**config.mk**
```make
export PLATFORM = sky130hd
export DESIGN_NAME = rr_mux_arb
export DESIGN_NICKNAME = d
export VERILOG_FILES = /design/src/rtl/rr_mux_arb.sv
export SDC_FILE = /design/constraint.sdc
export NUM_CORES = 1
export LEC_CHECK = 0
export ABC_CLOCK_PERIOD_IN_PS = 1740
export CORE_MARGIN = 8
export CORE_UTILIZATION = 44
export CTS_BUF_LIST = sky130_fd_sc_hd__clkbuf_4
export DETAILED_ROUTE_END_ITERATION = 8
export PLACE_DENSITY_LB_ADDON = 0.3
export SLEW_MARGIN = 20
export SYNTH_ARGS = -nofsm -noshare
export SYNTH_HDL_FRONTEND = slang
export SYNTH_SLANG_ARGS = --single-unit
```
**constraint.sdc**
```tcl
create_clock -name clk -period 1.74 [get_ports clk]
set_clock_uncertainty 0.2 [all_clocks]
set_input_delay 0.348 -clock clk [delete_from_list [all_inputs] [get_ports clk]]
set_output_delay 0.348 -clock clk [all_outputs]
set_load 0.01 [all_outputs]
```
**src/rtl/rr_mux_arb.sv**
```systemverilog
// N-channel valid/ready multiplexer with round-robin or fixed-select arbitration
// and a one-entry registered output stage that sustains one word per clock.
module rr_mux_arb #(
    parameter int CH = 4,
    parameter int W  = 8,
    localparam int SW = (CH > 2) ? $clog2(CH) : 1
) (
    input  logic              clk,
    input  logic              rst_n,
    input  logic [CH*W-1:0]   in_data,
    input  logic [CH-1:0]     in_valid,
    output logic [CH-1:0]     in_ready,
    input  logic              mode,
    input  logic [SW-1:0]     sel,
    output logic [W-1:0]      out_data,
    output logic [SW-1:0]     out_ch,
    output logic              out_valid,
    input  logic              out_ready
);

    logic [SW-1:0] ptr;
    logic [CH-1:0] grant;
    logic          any_grant;
    logic [SW-1:0] grant_idx;
    logic [W-1:0]  grant_data;
    logic          ld;
    logic [W-1:0]  ch_data [CH];

    generate
        for (genvar gi = 0; gi < CH; gi++) begin : g_unpack
            assign ch_data[gi] = in_data[gi*W +: W];
        end
    endgenerate

    // The output register can take a new word whenever it is empty or being drained.
    assign ld = ~out_valid | out_ready;

    always_comb begin
        grant      = '0;
        any_grant  = 1'b0;
        grant_idx  = '0;
        grant_data = '0;
        if (!mode) begin
            // Cyclic search: first the channels at or above ptr, then those below it.
            for (int i = 0; i < CH; i++) begin
                if (!any_grant && in_valid[i] && (SW'(i) >= ptr)) begin
                    grant[i]   = 1'b1;
                    any_grant  = 1'b1;
                    grant_idx  = SW'(i);
                    grant_data = ch_data[i];
                end
            end
            for (int i = 0; i < CH; i++) begin
                if (!any_grant && in_valid[i] && (SW'(i) < ptr)) begin
                    grant[i]   = 1'b1;
                    any_grant  = 1'b1;
                    grant_idx  = SW'(i);
                    grant_data = ch_data[i];
                end
            end
        end else begin
            // A select value beyond the last channel simply matches nothing.
            for (int i = 0; i < CH; i++) begin
                if (sel == SW'(i) && in_valid[i]) begin
                    grant[i]   = 1'b1;
                    any_grant  = 1'b1;
                    grant_idx  = SW'(i);
                    grant_data = ch_data[i];
                end
            end
        end
    end

    // Held low while in reset so no producer sees a handshake that cannot complete.
    assign in_ready = (ld && rst_n) ? grant : '0;

    always_ff @(posedge clk or negedge rst_n) begin
        if (!rst_n) begin
            out_valid <= 1'b0;
            out_data  <= '0;
            out_ch    <= '0;
            ptr       <= '0;
        end else if (ld) begin
            if (any_grant) begin
                out_valid <= 1'b1;
                out_data  <= grant_data;
                out_ch    <= grant_idx;
                if (!mode) begin
                    ptr <= (grant_idx == SW'(CH - 1)) ? '0 : grant_idx + SW'(1);
                end
            end else begin
                out_valid <= 1'b0;
            end
        end
    end

endmodule
```
==> impl_metrics.py <==
metrics = {
    "place": {
        "pre_cts_ws_ps": -1030,
        "hpwl_mm": 5.29,
        "place_area_um2": 2800,
        "port-buffer-count": 56,
        "gp_congestion": 0.922,
    },
    "timing": {
        "rsz0062_at_grt": "true",
        "timing.final.max_slew_violations": 0,
        "timing.final.crit_share_pct": 132,
        "clock.fmax_ghz": 0.434,
        "tightestPinTransition_ps": 588,
        "post-route-worst-setup-slack_ps": -565,
        "setup_total_negative_slack_ps": -5750,
        "hold_viol": 0,
        "setup_violations": 16,
        "timing.final.crit_period_ps": 2300,
        "max_slew_margin_pct": 60.8,
    },
    "setup_path": {
        "timing_worst_setup_path_type": "flop to flop",
        "crit_path_end_kind": "flop",
        "worst-r2r-cell-count": 6,
        "crit_path_required_time_ps": 1720,
        "critical_path_peak_fanout": 8,
        "worst-r2r-setup-slack_ps": -560,
        "slowest_stage_cell_cp": "sky130_fd_sc_hd__dfrtp_2",
        "slowest_delay_ps": 450,
        "cp_data_arrival_time_ps": 2280,
        "critical_path.cell_chain": "buf_4 -> nor2b_4 -> buf_4 -> o32a_1 -> o32a_1 -> a31oi_1",
        "worst_setup_path_start_kind": "flop",
    },
    "yosys": {
        "post_synth_inst_count": 229,
        "synth_top_family_by_area": "compound AO/OA/AOI/OAI gates",
        "leading_cell_types_by_total_area_after_synthesis": "sky130_fd_sc_hd__dfrtp_1 (18%), sky130_fd_sc_hd__o221ai_1 (7.4%), sky130_fd_sc_hd__nand2_1 (6.3%)",
        "yosys.area_share.simple_pct": 28.1,
        "synthesis.nets": 271,
        "muxShareOfSynthArea_pct": 8.06,
        "edff_count_synth": 0,
        "synth_area_per_cell_um2": 7.79,
        "postSynth.asyncResetShare_pct": 100,
        "yosysWarningCount": 0,
        "synth_area_leader_cell": "sky130_fd_sc_hd__dfrtp_1",
        "yosysTopAreaCellShare_pct": 18.2,
        "synthesis.area_um2": 1780,
        "ys_seq_elements": 13,
        "synth.lib_cells_used.distinct": 42,
        "synth_adder_area_share_pct": 0,
        "area_fraction_in_compound_gates_after_synthesis_pct": 34.0,
        "synth-seq-area-share_pct": 18.2,
        "postSynth.topFlopCell": "sky130_fd_sc_hd__dfrtp_1",
        "synth_xor_xnor_area_share_pct": 0,
    },
    "finish": {
        "num-nets-final": 401,
        "n_fill_cell": 193,
        "seq_area_um2": 328,
        "utilization_pct": 87.8,
        "flow.area_growth_from_synthesis_pct": 94.0,
        "diodes": 0,
        "multi_input_comb_area_um2": 1650,
        "top_library_cells_by_usage_in_the_layout_fill_and_taps_aside": "sky130_fd_sc_hd__buf_4 (68), sky130_fd_sc_hd__clkdlybuf4s50_1 (34), sky130_fd_sc_hd__nand2_1 (28)",
        "final_common_cell": "sky130_fd_sc_hd__buf_4",
        "layout-drive-gt1-share_pct": 45.8,
        "layout.cell_area.non_filler_um2": 3460,
    },
    "die": {
        "floorplan.core_area_um2": 3940,
        "die_area_um2": 6350,
        "die-height_um": 79.7,
        "die_outline_width_um": 79.7,
        "floorplan.initialDensity_pct": 45.3,
        "boundaryPins": 57,
        "rows": 23,
    },
    "pwr": {
        "net_switching_share_of_the_total_power_pct": 45.3,
        "p_int_uw": 1410,
        "seqPwrFrac_pct": 19.1,
        "pwr-share-clk_pct": 10.2,
        "worst_ir_drop_vdd_mv": 0.580,
        "post-layout-total-power_uw": 2570,
        "power_frac_comb_pct": 70.6,
        "net-switching-power_uw": 1160,
        "p_leak_uw": 0.00148,
        "power-per-cell-area_nw_per_um2": 742,
    },
    "clock_tree": {
        "cts-buffers-inserted": 3,
        "cts_htree_levels": 1,
        "cts_root_buffer": "sky130_fd_sc_hd__clkbuf_4",
        "tritoncts": "yes",
        "ctsLongestPathBuffers": 2,
        "latest_clock_arrival_within_the_worst_skew_pair_ps": 320,
        "clk_transition_reported_paths_ps": 130,
        "clkSinkCount": 13,
    },
    "global_route": {
        "grt.met2_usage_pct": 44.1,
        "grt_first_pass_wirelength_mm": 13.0,
        "grt_start_max_net_pins": 17,
        "grt_pass1_vias": 2636,
        "initial_antenna_violation_count": 0,
        "groute.layer.met3.usage_pct": 3.27,
        "grt_overflow_total": 0,
        "grt_util_all_layers_pct": 25.3,
        "met1_usage_pct": 30.4,
        "grt_most_used_layer": "met2",
    },
    "routing": {
        "remaining_drc_errors": 0,
        "routed_wirelength_mm": 10.7,
        "avgRoutedWirePerCell_um": 26.2,
        "ant_nets": 0,
        "avg_vias_per_cell": 6.97,
        "firstDrtPassIters": 6,
        "via_count": 2844,
        "initialDrtViolationCount": 434,
    },
    "run_status": {
        "violations": "negative setup slack",
        "outcome": "finished, violations left",
    },
    "hold_path": {
        "hold_path.class": "input port to asynchronous set/reset pin",
    },
    "flow_run": {
        "maxCapViolCount": 0,
    },
}
[synthesized netlist by cell type, drive strengths merged (8+ instances only)]
master,n
a21oi,10
a221o,8
a32o,8
buf,19
dfrtp,13
inv,13
mux2i,11
nand2,30
nand2b,10
nand3,8
nand3b,8
nor2,9
nor3,12
o211ai,9
o221ai,15
o31ai,8
[worst max-delay path: cells and delay by family (launching register included)]
kind | cells | cell delay (ps)
AOI/OAI and AO/OA | 3 | 1170
DFF | 1 | 450
buffers and inverters | 2 | 310
and+or+nand+nor | 1 | 40
[metal layers]
| layer | part of all wire (%) | vias up |
|---|---|---|
| li1 | - | 1148 |
| met1 | 35 | 1334 |
| met2 | 46 | 279 |
| met3 | 11 | 83 |
| met4 | 7.2 | 0 |
| met5 | 0 | - |
[path summary, 6_finish.rpt]
| kind | startpoint | end |
|---|---|---|
| hold / removal | rst_n | out_valid |
| min in group clk | out_data[6] | out_data[6] |
| setup / recovery | ptr[0] | ptr[1] |
| hold reg to reg | out_data[6] | out_data[6] |
| setup reg to reg | ptr[0] | ptr[1] |
| max in group asynchronous | rst_n | ptr[0] |
[registers in the layout, summed over array words and instances, names as in the netlist]
name       count
ptr            2
out_data       8
out_valid      1
out_ch         2
[metrics by stage]
| stage | instances | hold WS (ps) |
|---|---|---|
| 6_report | 408 | 215 |
| 5_1_grt | 408 | 204 |
| 4_1_cts | 398 | 235 |
| 3_5_place_dp | 378 | 303 |
| 3_3_place_gp | 378 | 308 |
| 2_1_floorplan | 229 | -148 |
[cell families after synthesis]
kind of cell           Yosys count
muxes                           13
AOI/OAI and AO/OA               75
DFF                             13
and+or+nand+nor                 93
buffers and inverters           35
[power by group through the flow]
stage	registers [uW]	clock network, uW	logic [uW]
after floorplan	487	0	665
after global placement	481	0	1280
after detailed placement	482	0	1300
after CTS	469	232	1430
after global routing	500	287	1870
final	491	263	1810
[cell type report]
| type | count | area share (%) |
|---|---|---|
| inverters | 13 | 1.41 |
| multi-input cells | 181 | 47.5 |
| clock buffers | 4 | 0.867 |
| flip-flops and latches | 13 | 9.47 |
| well taps | 50 | 1.81 |
| repair buffers | 147 | 38.9 |
[what timing repair did]
| action | in CTS | in global routing |
|---|---|---|
| buffers inserted | 19 | 13 |
| hold buffers | 0 | 0 |
| gates cloned | 1 | 1 |
| gates resized for setup | 88 | 49 |
| setup endpoints to repair | 27 | 17 |
| pin swaps | 22 | 17 |
Note: power is estimated with default switching activity, not from simulation.
